**src/rtl/pattern_count_ctrl.sv**
```systemverilog
// Memory front-end for the pattern counter: fetches pattern + 8-byte string,
// samples the three counts and writes them back to memory.
module pattern_count_ctrl #(
  parameter logic [7:0] PAT_ADDR = 8'd6,
  parameter logic [7:0] STR_BASE = 8'd32,
  parameter logic [7:0] RES_BASE = 8'd40
) (
  input  logic        clk,
  input  logic        rst_n,
  input  logic        start,
  output logic        busy,
  output logic        done,
  output logic [7:0]  mem_addr,
  output logic        mem_rd_en,
  input  logic [7:0]  mem_rdata,
  output logic        mem_wr_en,
  output logic [7:0]  mem_wdata,
  output logic [3:0]  cnt_pat,
  output logic [63:0] cnt_str,
  input  logic [7:0]  cnt_ctb,
  input  logic [7:0]  cnt_cts,
  input  logic [7:0]  cnt_cto,
  output logic [7:0]  res_ctb,
  output logic [7:0]  res_cts,
  output logic [7:0]  res_cto,
  output logic [2:0]  dbg_state
);

  typedef enum logic [2:0] {
    IDLE, READ, DRAIN, SAMPLE, WR0, WR1, WR2, DONE
  } state_t;

  state_t      state_q, state_d;
  logic [3:0]  idx_q, idx_d;
  logic        cap_en_q;
  logic [3:0]  cap_idx_q;
  logic [3:0]  cnt_pat_q;
  logic [63:0] cnt_str_q;
  logic [7:0]  res_ctb_q, res_cts_q, res_cto_q;

  always_ff @(posedge clk or negedge rst_n) begin
    if (!rst_n) begin
      state_q <= IDLE;
      idx_q   <= 4'd0;
    end else begin
      state_q <= state_d;
      idx_q   <= idx_d;
    end
  end

  always_comb begin
    state_d   = state_q;
    idx_d     = idx_q;
    busy      = 1'b0;
    done      = 1'b0;
    mem_addr  = 8'd0;
    mem_rd_en = 1'b0;
    mem_wr_en = 1'b0;
    mem_wdata = 8'd0;
    case (state_q)
      IDLE: begin
        if (start) begin
          state_d = READ;
          idx_d   = 4'd0;
        end
      end
      READ: begin
        busy      = 1'b1;
        mem_rd_en = 1'b1;
        // idx 0 fetches the pattern, idx 1..8 walk the string (8-bit wrap)
        mem_addr  = (idx_q == 4'd0) ? PAT_ADDR : STR_BASE + {4'd0, idx_q} - 8'd1;
        if (idx_q == 4'd8) state_d = DRAIN;
        else               idx_d   = idx_q + 4'd1;
      end
      DRAIN: begin
        busy    = 1'b1;
        state_d = SAMPLE;
      end
      SAMPLE: begin
        busy    = 1'b1;
        state_d = WR0;
      end
      WR0: begin
        busy      = 1'b1;
        mem_wr_en = 1'b1;
        mem_addr  = RES_BASE;
        mem_wdata = res_ctb_q;
        state_d   = WR1;
      end
      WR1: begin
        busy      = 1'b1;
        mem_wr_en = 1'b1;
        mem_addr  = RES_BASE + 8'd1;
        mem_wdata = res_cts_q;
        state_d   = WR2;
      end
      WR2: begin
        busy      = 1'b1;
        mem_wr_en = 1'b1;
        mem_addr  = RES_BASE + 8'd2;
        mem_wdata = res_cto_q;
        state_d   = DONE;
      end
      DONE: begin
        done    = 1'b1;
        state_d = IDLE;
      end
      default: state_d = IDLE;
    endcase
  end

  // Read data arrives one cycle after the strobe, so steer it with a delayed index.
  always_ff @(posedge clk or negedge rst_n) begin
    if (!rst_n) begin
      cap_en_q  <= 1'b0;
      cap_idx_q <= 4'd0;
      cnt_pat_q <= 4'd0;
      cnt_str_q <= 64'd0;
    end else begin
      cap_en_q  <= mem_rd_en;
      cap_idx_q <= idx_q;
      if (cap_en_q) begin
        if (cap_idx_q == 4'd0) cnt_pat_q <= mem_rdata[3:0];
        for (int b = 0; b < 8; b++) begin
          if (cap_idx_q == 4'(b + 1)) cnt_str_q[63 - 8*b -: 8] <= mem_rdata;
        end
      end
    end
  end

  always_ff @(posedge clk or negedge rst_n) begin
    if (!rst_n) begin
      res_ctb_q <= 8'd0;
      res_cts_q <= 8'd0;
      res_cto_q <= 8'd0;
    end else if (state_q == SAMPLE) begin
      res_ctb_q <= cnt_ctb;
      res_cts_q <= cnt_cts;
      res_cto_q <= cnt_cto;
    end
  end

  assign cnt_pat   = cnt_pat_q;
  assign cnt_str   = cnt_str_q;
  assign res_ctb   = res_ctb_q;
  assign res_cts   = res_cts_q;
  assign res_cto   = res_cto_q;
  assign dbg_state = state_q;

endmodule

```
**config.mk**
```make
export PLATFORM = sky130hd
export DESIGN_NAME = pattern_count_ctrl
export DESIGN_NICKNAME = d
export VERILOG_FILES = /design/src/rtl/pattern_count_ctrl.sv
export SDC_FILE = /design/constraint.sdc
export NUM_CORES = 1
export LEC_CHECK = 0
export BUFFER_PORTS_ARGS = -buffer_cell sky130_fd_sc_hd__buf_4
export CAP_MARGIN = 20
export CORE_ASPECT_RATIO = 0.75
export CORE_MARGIN = 3
export CORE_UTILIZATION = 50
export CTS_CLUSTER_DIAMETER = 150
export DETAILED_ROUTE_END_ITERATION = 16
export PLACE_DENSITY = 0.79
export SKIP_LAST_GASP = 1
export SYNTH_ARGS = -nofsm -noshare
export SYNTH_HDL_FRONTEND = slang
export SYNTH_SLANG_ARGS = --single-unit
```
**constraint.sdc**
```tcl
create_clock -name clk -period 1.98 [get_ports clk]
set_clock_uncertainty 0.15 [all_clocks]
set_input_delay 0.099 -clock clk [delete_from_list [all_inputs] [get_ports clk]]
set_output_delay 0.099 -clock clk [all_outputs]
set_load 0.01 [all_outputs]
```
==> results.yml, run 1 <==
timing:
  max_freq_ghz: 0.528
  slew_headroom_pct: 63.5
  rsz_0062_raised_after_global_routing: "yes"
  worst_slew_pin_slew_ps: 548
  hold_viol: 0
  finalWorstSetupSlack_ps: 87.8
  final_max_slew_viol_count: 0
  hold-worst-slack_ps: 124
  min_period_over_period_pct: 95.6
  setup_violations: 0
  post-route-min-period_ps: 1890
pwr:
  power.share.switching_pct: 34.8
  power.total_uw: 10400
  power.share.combinational_pct: 46.9
  seq_power_share_pct: 36.5
  pwr_density_cell_nw_per_um2: 1630
  power_report.internal_total_uw: 6790
  power.clock.fraction_pct: 16.6
  static-leakage-power_uw: 0.00305
  worst_vdd_ir_uv: 872
  power.switching_uw: 3620
cells_and_area:
  final_net_count: 537
  num-fill-cells: 567
  flow.area_growth_from_synthesis_pct: 42.7
  multi_input_comb_area_um2: 1770
  register_area_um2: 2600
  antenna_cells_inserted: 0
  postLayoutCellArea_um2: 6400
  final_cells: 613
  drive_above_1_share_pct: 55.8
worst_setup_path:
  critical_register_to_register_path_endpoint: "cnt_str[18]"
  type_of_element_launching_the_critical_path: "flip-flop"
  cpLargestDelayFamily: "buffers and inverters"
  timing.reg2reg.setup_slack_ps: 200
  cp_data_arrival_time_ps: 1640
  cp_cell_sequence: "buf_12, nor2b_1, buf_6, nand2_1, a21boi_0, buf_4"
  worst-endpoint-required_ps: 1730
  critical_path.max_stage_delay_ps: 420
  critical_path.slowest_cell: "sky130_fd_sc_hd__dfrtp_1"
  worst-path-max-fanout: 20
  end_kind: "output pin"
  reg2reg_depth: 3
  reg_to_reg_startpoint: "cap_idx_q[3]"
  number_of_buffer_and_inverter_stages_on_the_critical_path: 3
  critical_path_class: "flip-flop to output pin"
global_route:
  initial_antenna_violation_count: 0
  grt_usage_pct: 23.3
  grt_max_degree: 42
  grt_first_pass_wirelength_um: 17900
  grt_overflow: 0
  first_global_vias: 3207
floorplanning:
  floorplan.core_area_um2: 8600
  die_width_um: 115
  top_level_ports: 150
  die_area_um2: 10200
  rows: 29
  initial_core_util_pct: 52.2
  die_extent_in_y_um: 88.0
synthesis:
  number_of_flip_flops_and_latches_in_the_synthesized_netlist: 104
  synth-warning-count: 0
  synthCells: 311
  synth_area_per_cell_um2: 14.4
  synth_sequential_area_ratio_pct: 58.0
  netlist_area_um2: 4490
  yosysUniqueCellTypes: 37
clock_tree:
  tritoncts_num_sinks: 104
  cts.htree.levels: 3
  clockBufferDepth: 2
  clock_latency_ps: 350
  cts_inserted_buffers: 9
  cts_root_buf: "sky130_fd_sc_hd__clkbuf_16"
  cts_setup_buffers: 0
  clkSlewWorstSetupHoldPaths_ps: 70
  tritoncts: "built"
place:
  post_dp_cell_area_um2: 5760
  io_buffer_count: 146
  place_congestion: 0.878
  placedCellCount: 563
  pre_cts_ws_ps: 202
  hpwl_um: 7870
routing:
  routed_wire_length_per_instance_um: 18.9
  count_of_routing_violations_after_the_opening_detailed_route_iteration: 212
  via_count: 3171
  post-route-drc-count: 0
  detail-route-antenna-nets: 0
  drt-vias-per-instance: 5.17
  wl_um: 11600
  total_iterations_of_the_first_detailed_routing_run: 4
run:
  drv_cap: 0
hold_path:
  hold_class: "input port to async pin"
outcome:
  run_status: "completed"
[power groups by stage]
| stage | registers, µW | clock network [µW] | logic [µW] |
|---|---|---|---|
| 2_1_floorplan | 4100 | 0 | 2140 |
| 3_3_place_gp | 3770 | 0 | 4720 |
| 3_5_place_dp | 3810 | 0 | 4830 |
| 4_1_cts | 3790 | 1770 | 4900 |
| 5_1_grt | 3930 | 1850 | 5230 |
| 6_report | 3800 | 1730 | 4880 |
[worst max-delay path by stage]
stage                     depth (start not counted)    startpoint      endpoint  slack, ps
after floorplan                                   6      idx_q[0]      idx_q[0]        220
after global placement                            3  cap_idx_q[3]   cnt_str[31]        290
after detailed placement                          5      idx_q[1]      idx_q[0]        200
after CTS                                         6  dbg_state[1]  mem_wdata[2]         40
after global routing                              6  dbg_state[1]  mem_wdata[7]         -9
final                                             6  dbg_state[1]  mem_wdata[3]         90
[repair_timing]
action,in CTS,in global routing
hold endpoints to repair,176,0
hold buffers,34,0
endpoints found under the setup margin,0,9
resized for setup,0,4
[synthesized netlist by cell type]
library cell	count	area [µm²]
sky130_fd_sc_hd__dfrtp_1	104	2600
sky130_fd_sc_hd__mux2_2	80	901
sky130_fd_sc_hd__nand2_1	22	82.6
sky130_fd_sc_hd__mux2_4	19	285
sky130_fd_sc_hd__a21boi_0	7	52.6
sky130_fd_sc_hd__clkbuf_1	7	26.3
sky130_fd_sc_hd__nor2_1	7	26.3
sky130_fd_sc_hd__inv_1	5	18.8
sky130_fd_sc_hd__o21ai_0	5	25.0
sky130_fd_sc_hd__o31ai_1	5	37.5
sky130_fd_sc_hd__buf_4	4	30.0
sky130_fd_sc_hd__nand3_1	4	20.0
sky130_fd_sc_hd__nor3_1	4	20.0
sky130_fd_sc_hd__buf_6	3	33.8
sky130_fd_sc_hd__mux2i_1	3	30.0
sky130_fd_sc_hd__nor2b_1	3	18.8
sky130_fd_sc_hd__nor3b_4	3	56.3
sky130_fd_sc_hd__and3_1	2	12.5
sky130_fd_sc_hd__buf_2	2	10.0
sky130_fd_sc_hd__ha_1	2	25.0
sky130_fd_sc_hd__nand2b_1	2	12.5
sky130_fd_sc_hd__nand3b_2	2	22.5
sky130_fd_sc_hd__o21a_1	2	15.0
sky130_fd_sc_hd__a21oi_1	1	5.00
sky130_fd_sc_hd__a22oi_1	1	7.51
sky130_fd_sc_hd__and2_1	1	6.26
sky130_fd_sc_hd__and3b_1	1	8.76
sky130_fd_sc_hd__conb_1	1	3.75
sky130_fd_sc_hd__nand3b_4	1	20.0
sky130_fd_sc_hd__nand4b_2	1	15.0
sky130_fd_sc_hd__nor2_2	1	6.26
sky130_fd_sc_hd__o211ai_1	1	7.51
sky130_fd_sc_hd__o2bb2ai_1	1	8.76
sky130_fd_sc_hd__o311ai_0	1	8.76
sky130_fd_sc_hd__o41ai_1	1	8.76
sky130_fd_sc_hd__or2_1	1	6.26
sky130_fd_sc_hd__xor2_1	1	8.76
[cells in the final DEF, fill, tap and decap left out, types with 2 or more instances in the layout]
| cell type | netlist | routed |
|---|---|---|
| sky130_fd_sc_hd__a21boi_0 | 7 | 5 |
| sky130_fd_sc_hd__a21boi_1 | 0 | 2 |
| sky130_fd_sc_hd__and3_1 | 2 | 2 |
| sky130_fd_sc_hd__buf_12 | 0 | 4 |
| sky130_fd_sc_hd__buf_4 | 4 | 153 |
| sky130_fd_sc_hd__clkbuf_16 | 0 | 9 |
| sky130_fd_sc_hd__clkbuf_8 | 0 | 2 |
| sky130_fd_sc_hd__clkinvlp_4 | 0 | 2 |
| sky130_fd_sc_hd__conb_1 | 1 | 3 |
| sky130_fd_sc_hd__dfrtp_1 | 104 | 103 |
| sky130_fd_sc_hd__dlygate4sd3_1 | 0 | 34 |
| sky130_fd_sc_hd__ha_1 | 2 | 2 |
| sky130_fd_sc_hd__inv_1 | 5 | 5 |
| sky130_fd_sc_hd__inv_6 | 0 | 2 |
| sky130_fd_sc_hd__mux2_2 | 80 | 80 |
| sky130_fd_sc_hd__mux2_4 | 19 | 19 |
| sky130_fd_sc_hd__mux2i_1 | 3 | 3 |
| sky130_fd_sc_hd__nand2_1 | 22 | 22 |
| sky130_fd_sc_hd__nand2b_1 | 2 | 2 |
| sky130_fd_sc_hd__nand3_1 | 4 | 4 |
| sky130_fd_sc_hd__nand3b_2 | 2 | 2 |
| sky130_fd_sc_hd__nor2_1 | 7 | 7 |
| sky130_fd_sc_hd__nor2b_1 | 3 | 3 |
| sky130_fd_sc_hd__nor3_1 | 4 | 4 |
| sky130_fd_sc_hd__nor3b_4 | 3 | 3 |
| sky130_fd_sc_hd__o21a_1 | 2 | 2 |
| sky130_fd_sc_hd__o21ai_0 | 5 | 5 |
| sky130_fd_sc_hd__o31ai_1 | 5 | 5 |
[per-layer routing]
layer	wire length [µm]	track usage (%)	vias up
met3	499	4.49	24
met4	263	8.96	0
met5	0	0	-
li1	-	-	1467
met2	5610	36.9	96
met1	5210	32.2	1584
[kinds of logic after synthesis]
group	after synthesis	synth area share (%)
DFF	104	58.0
other	1	0.0836
buffers and inverters	21	2.65
muxes	102	27.1
adders and majority gates	2	0.558
xor gates and xnor gates	1	0.195
AOI/OAI and AO/OA	25	3.93
and+or+nand+nor	55	7.45
[sequential cells by signal (all words and copies together), names as in the netlist]
register	count
res_cto	8
cnt_pat	4
res_cts	8
dbg_state	3
cnt_str	64
idx_q	4
res_ctb	8
cap_idx_q	4
cap_en_q	1
[cell type report]
type / instances / share of cell area (%)
Sequential cell: 104 / 40.7
Clock inverter: 5 / 0.587
Tap cell: 108 / 2.11
Clock buffer: 11 / 3.95
Multi-Input combinational cell: 188 / 27.7
Timing Repair Buffer: 192 / 24.7
Inverter: 5 / 0.293
[metrics by stage]
step	setup TNS, ps	utilization [%]
final	0	74.4
after global routing	-22.1	74.4
after CTS	0	74.4
after detailed placement	0	67.0
after global placement	0	67.0
after floorplan	0	-
Power figures use the tool's default switching activity.
==> inputs of run 2 (changes only) <==
--- a/config.mk
+++ b/config.mk
@@ -5,6 +5,7 @@
 export SDC_FILE = /design/constraint.sdc
 export NUM_CORES = 1
 export LEC_CHECK = 0
+export ABC_AREA = 1
 export BUFFER_PORTS_ARGS = -buffer_cell sky130_fd_sc_hd__buf_4
 export CAP_MARGIN = 20
 export CORE_ASPECT_RATIO = 0.75
@@ -12,7 +13,7 @@
 export CORE_UTILIZATION = 50
 export CTS_CLUSTER_DIAMETER = 150
 export DETAILED_ROUTE_END_ITERATION = 16
-export PLACE_DENSITY = 0.79
+export PLACE_DENSITY = 0.8
 export SKIP_LAST_GASP = 1
 export SYNTH_ARGS = -nofsm -noshare
 export SYNTH_HDL_FRONTEND = slang
==> run 2 against run 1 <==
Critical path depth unchanged. Routed wire length rose by 7.2%. Final cell count up 23%. Combinational power shrank 22%. Non-clock buffer count shrank 12. Critical endpoint is now mem_addr[5]. Sequential power decreased by 8.9%. Cell area fell by 6.3%. Worst hold slack got worse by 100 ps. Power decreased by 13%. Synthesized cell count grew 51%.
==> results.yml, run 2 <==
clock_tree:
  cts_root_buf: "sky130_fd_sc_hd__clkbuf_16"
  cts.htree.levels: 3
  tritoncts_num_sinks: 104
  clock_latency_ps: 340
  clkSlewWorstSetupHoldPaths_ps: 70
  clockBufferDepth: 2
  cts_inserted_buffers: 9
  tritoncts: "built"
timing:
  hold_viol: 0
  rsz_0062_raised_after_global_routing: "yes"
  final_max_slew_viol_count: 0
  slew_headroom_pct: 64.3
  max_freq_ghz: 0.524
  hold-worst-slack_ps: 24.9
  post-route-min-period_ps: 1910
  worst_slew_pin_slew_ps: 534
  fin_tns_setup_ps: 0
  min_period_over_period_pct: 96.4
  setup_violations: 0
routing:
  routed_wire_length_per_instance_um: 16.5
  detail-route-antenna-nets: 0
  count_of_routing_violations_after_the_opening_detailed_route_iteration: 320
  via_count: 4058
  drt-vias-per-instance: 5.40
  post-route-drc-count: 0
  total_iterations_of_the_first_detailed_routing_run: 5
  wl_um: 12400
synthesis:
  synth-warning-count: 0
  netlist_area_um2: 4280
  number_of_flip_flops_and_latches_in_the_synthesized_netlist: 104
  synth_area_per_cell_um2: 9.12
  synthCells: 470
  number_of_flops_mapped_to_enable_cells_by_yosys: 0
  ys.flop_type: "sky130_fd_sc_hd__dfrtp_1"
  most_common_cell_in_the_netlist: "sky130_fd_sc_hd__nand2_1"
  synth_async_sr_flop_share_pct: 100
  yosysUniqueCellTypes: 25
  yosysTopAreaCellShare_pct: 60.7
  netlist_top_cells_count: "sky130_fd_sc_hd__nand2_1, sky130_fd_sc_hd__dfrtp_1, sky130_fd_sc_hd__o21ai_0"
  synth_sequential_area_ratio_pct: 60.7
  cell_accounting_for_the_most_synthesized_area: "sky130_fd_sc_hd__dfrtp_1"
  largest_cells_by_area_after_synthesis: "sky130_fd_sc_hd__dfrtp_1, sky130_fd_sc_hd__nand2_1, sky130_fd_sc_hd__o21ai_0"
cells_and_area:
  register_area_um2: 2610
  max_ffs_per_register: 64
  final_cells: 752
  final_common_cell: "sky130_fd_sc_hd__nand2_1"
  num-fill-cells: 564
  most-common-layout-cells: "sky130_fd_sc_hd__nand2_1, sky130_fd_sc_hd__buf_4, sky130_fd_sc_hd__dfrtp_1"
  final_net_count: 678
  drive_above_1_share_pct: 27.9
  flow.area_growth_from_synthesis_pct: 40.0
  multi_input_comb_area_um2: 1440
floorplanning:
  floorplan.core_area_um2: 8090
  rows: 28
  die_width_um: 113
  die_extent_in_y_um: 86.2
  top_level_ports: 150
  die_area_um2: 9730
  initial_core_util_pct: 52.9
pwr:
  static-leakage-power_uw: 0.00316
  worst_vdd_ir_uv: 1100
  power.total_uw: 9060
  pwr_density_cell_nw_per_um2: 1510
worst_setup_path:
  critPathCapture: "mem_addr[5]"
  timing.reg2reg.setup_slack_ps: 240
  type_of_element_launching_the_critical_path: "flip-flop"
  critical_path.slowest_cell: "sky130_fd_sc_hd__dfrtp_2"
  reg_to_reg_startpoint: "dbg_state[1]"
  critical_path.max_stage_delay_ps: 440
  cp_data_arrival_time_ps: 1660
  worst_setup_sp: "idx_q[0]"
  end_kind: "output pin"
  worst_path_most_repeated_cell: "sky130_fd_sc_hd__o21ai_0"
  critical_register_to_register_path_endpoint: "idx_q[3]"
  worst-endpoint-required_ps: 1730
  critical_path_class: "flip-flop to output pin"
  worst-path-max-fanout: 8
  cp_cell_sequence: "inv_1, ha_1, nand2_1, o21ai_0, o21ai_0, buf_4"
  reg2reg_depth: 7
place:
  hpwl_um: 8450
  place_congestion: 0.881
  io_buffer_count: 146
  placedCellCount: 708
global_route:
  groute.layer.met2.usage_pct: 39.8
  grt-busiest-layer: "met2"
  grt_usage_pct: 26.0
  grt_overflow: 0
  global_route.usage.met3_pct: 6.21
  globalRouteMet1Util_pct: 37.3
  grt_max_degree: 105
  first_global_vias: 3842
  grt_first_pass_wirelength_um: 19900
  initial_antenna_violation_count: 0
run:
  drv_cap: 0
outcome:
  run_status: "completed"
hold_path:
  hold_class: "input port to flip-flop"
-- run 2: worst max-delay path, delay by kind of cell (launching register included) --
family | cells | cell delay [ps]
DFF | 1 | 440
AOI/OAI and AO/OA | 2 | 290
adders and majority gates | 1 | 210
and+or+nand+nor | 1 | 140
buffers and inverters | 2 | 240
-- run 2: layout make-up --
cell class	count	area share, %
antenna	1	0.0417
clock buffer	9	3.75
clock inverter	7	1.29
inverter	23	1.48
multi-input combinational	323	24.0
sequential	104	43.4
tap	105	2.19
timing repair buffer	180	23.8
-- run 2: metal layers --
| metal | vias to the layer above | part of all wire (%) |
|---|---|---|
| li1 | 1874 | - |
| met1 | 1961 | 44 |
| met2 | 195 | 47 |
| met3 | 28 | 7.3 |
| met4 | 0 | 1.8 |
| met5 | - | 0 |
-- run 2: stage by stage --
step                      instance area, µm²  setup slack, ps  util, %
after floorplan                         4290              466        -
after global placement                  5420              401     67.0
after detailed placement                5420              311     67.0
after CTS                               5970             11.8     73.8
after global routing                    6000            -7.64     74.1
final                                   6000             70.5     74.1
-- run 2: kinds of logic after synthesis --
family | count (synthesis) | share of synthesized area (%)
flops | 104 | 60.7
other cells | 1 | 0.0875
simple gates | 240 | 23.5
xor+xnor | 1 | 0.204
fa+ha+maj | 2 | 0.584
buf+inv | 45 | 5.81
compound gates | 77 | 9.05
-- run 2: where the power goes --
| part | internal [µW] | switching (µW) | leakage, µW |
|---|---|---|---|
| sequential | 2840 | 620 | 0.00125 |
| combinational | 1710 | 2110 | 0.00176 |
| clock | 994 | 793 | 0.000147 |
| total | 5540 | 3520 | 0.00316 |
-- run 2: worst min path at each step --
| stage | from | endpoint | slack (ps) | cells past startpoint |
|---|---|---|---|---|
| finish | mem_rdata[7] | cnt_str[39] | 20 | 3 |
| global route | mem_rdata[7] | cnt_str[7] | 40 | 3 |
| CTS | mem_rdata[7] | cnt_str[39] | 20 | 3 |
| detailed placement | rst_n | cnt_str[37] | 60 | 2 |
| global placement | rst_n | cnt_str[36] | 50 | 2 |
| floorplan | rst_n | cap_en_q | -350 | 0 |
-- run 2: repair_timing --
item	in CTS	in global routing
hold buffers	25	0
setup buffers	0	2
hold endpoints to repair	128	0
setup endpoints to repair	0	13
gates resized for setup	0	6
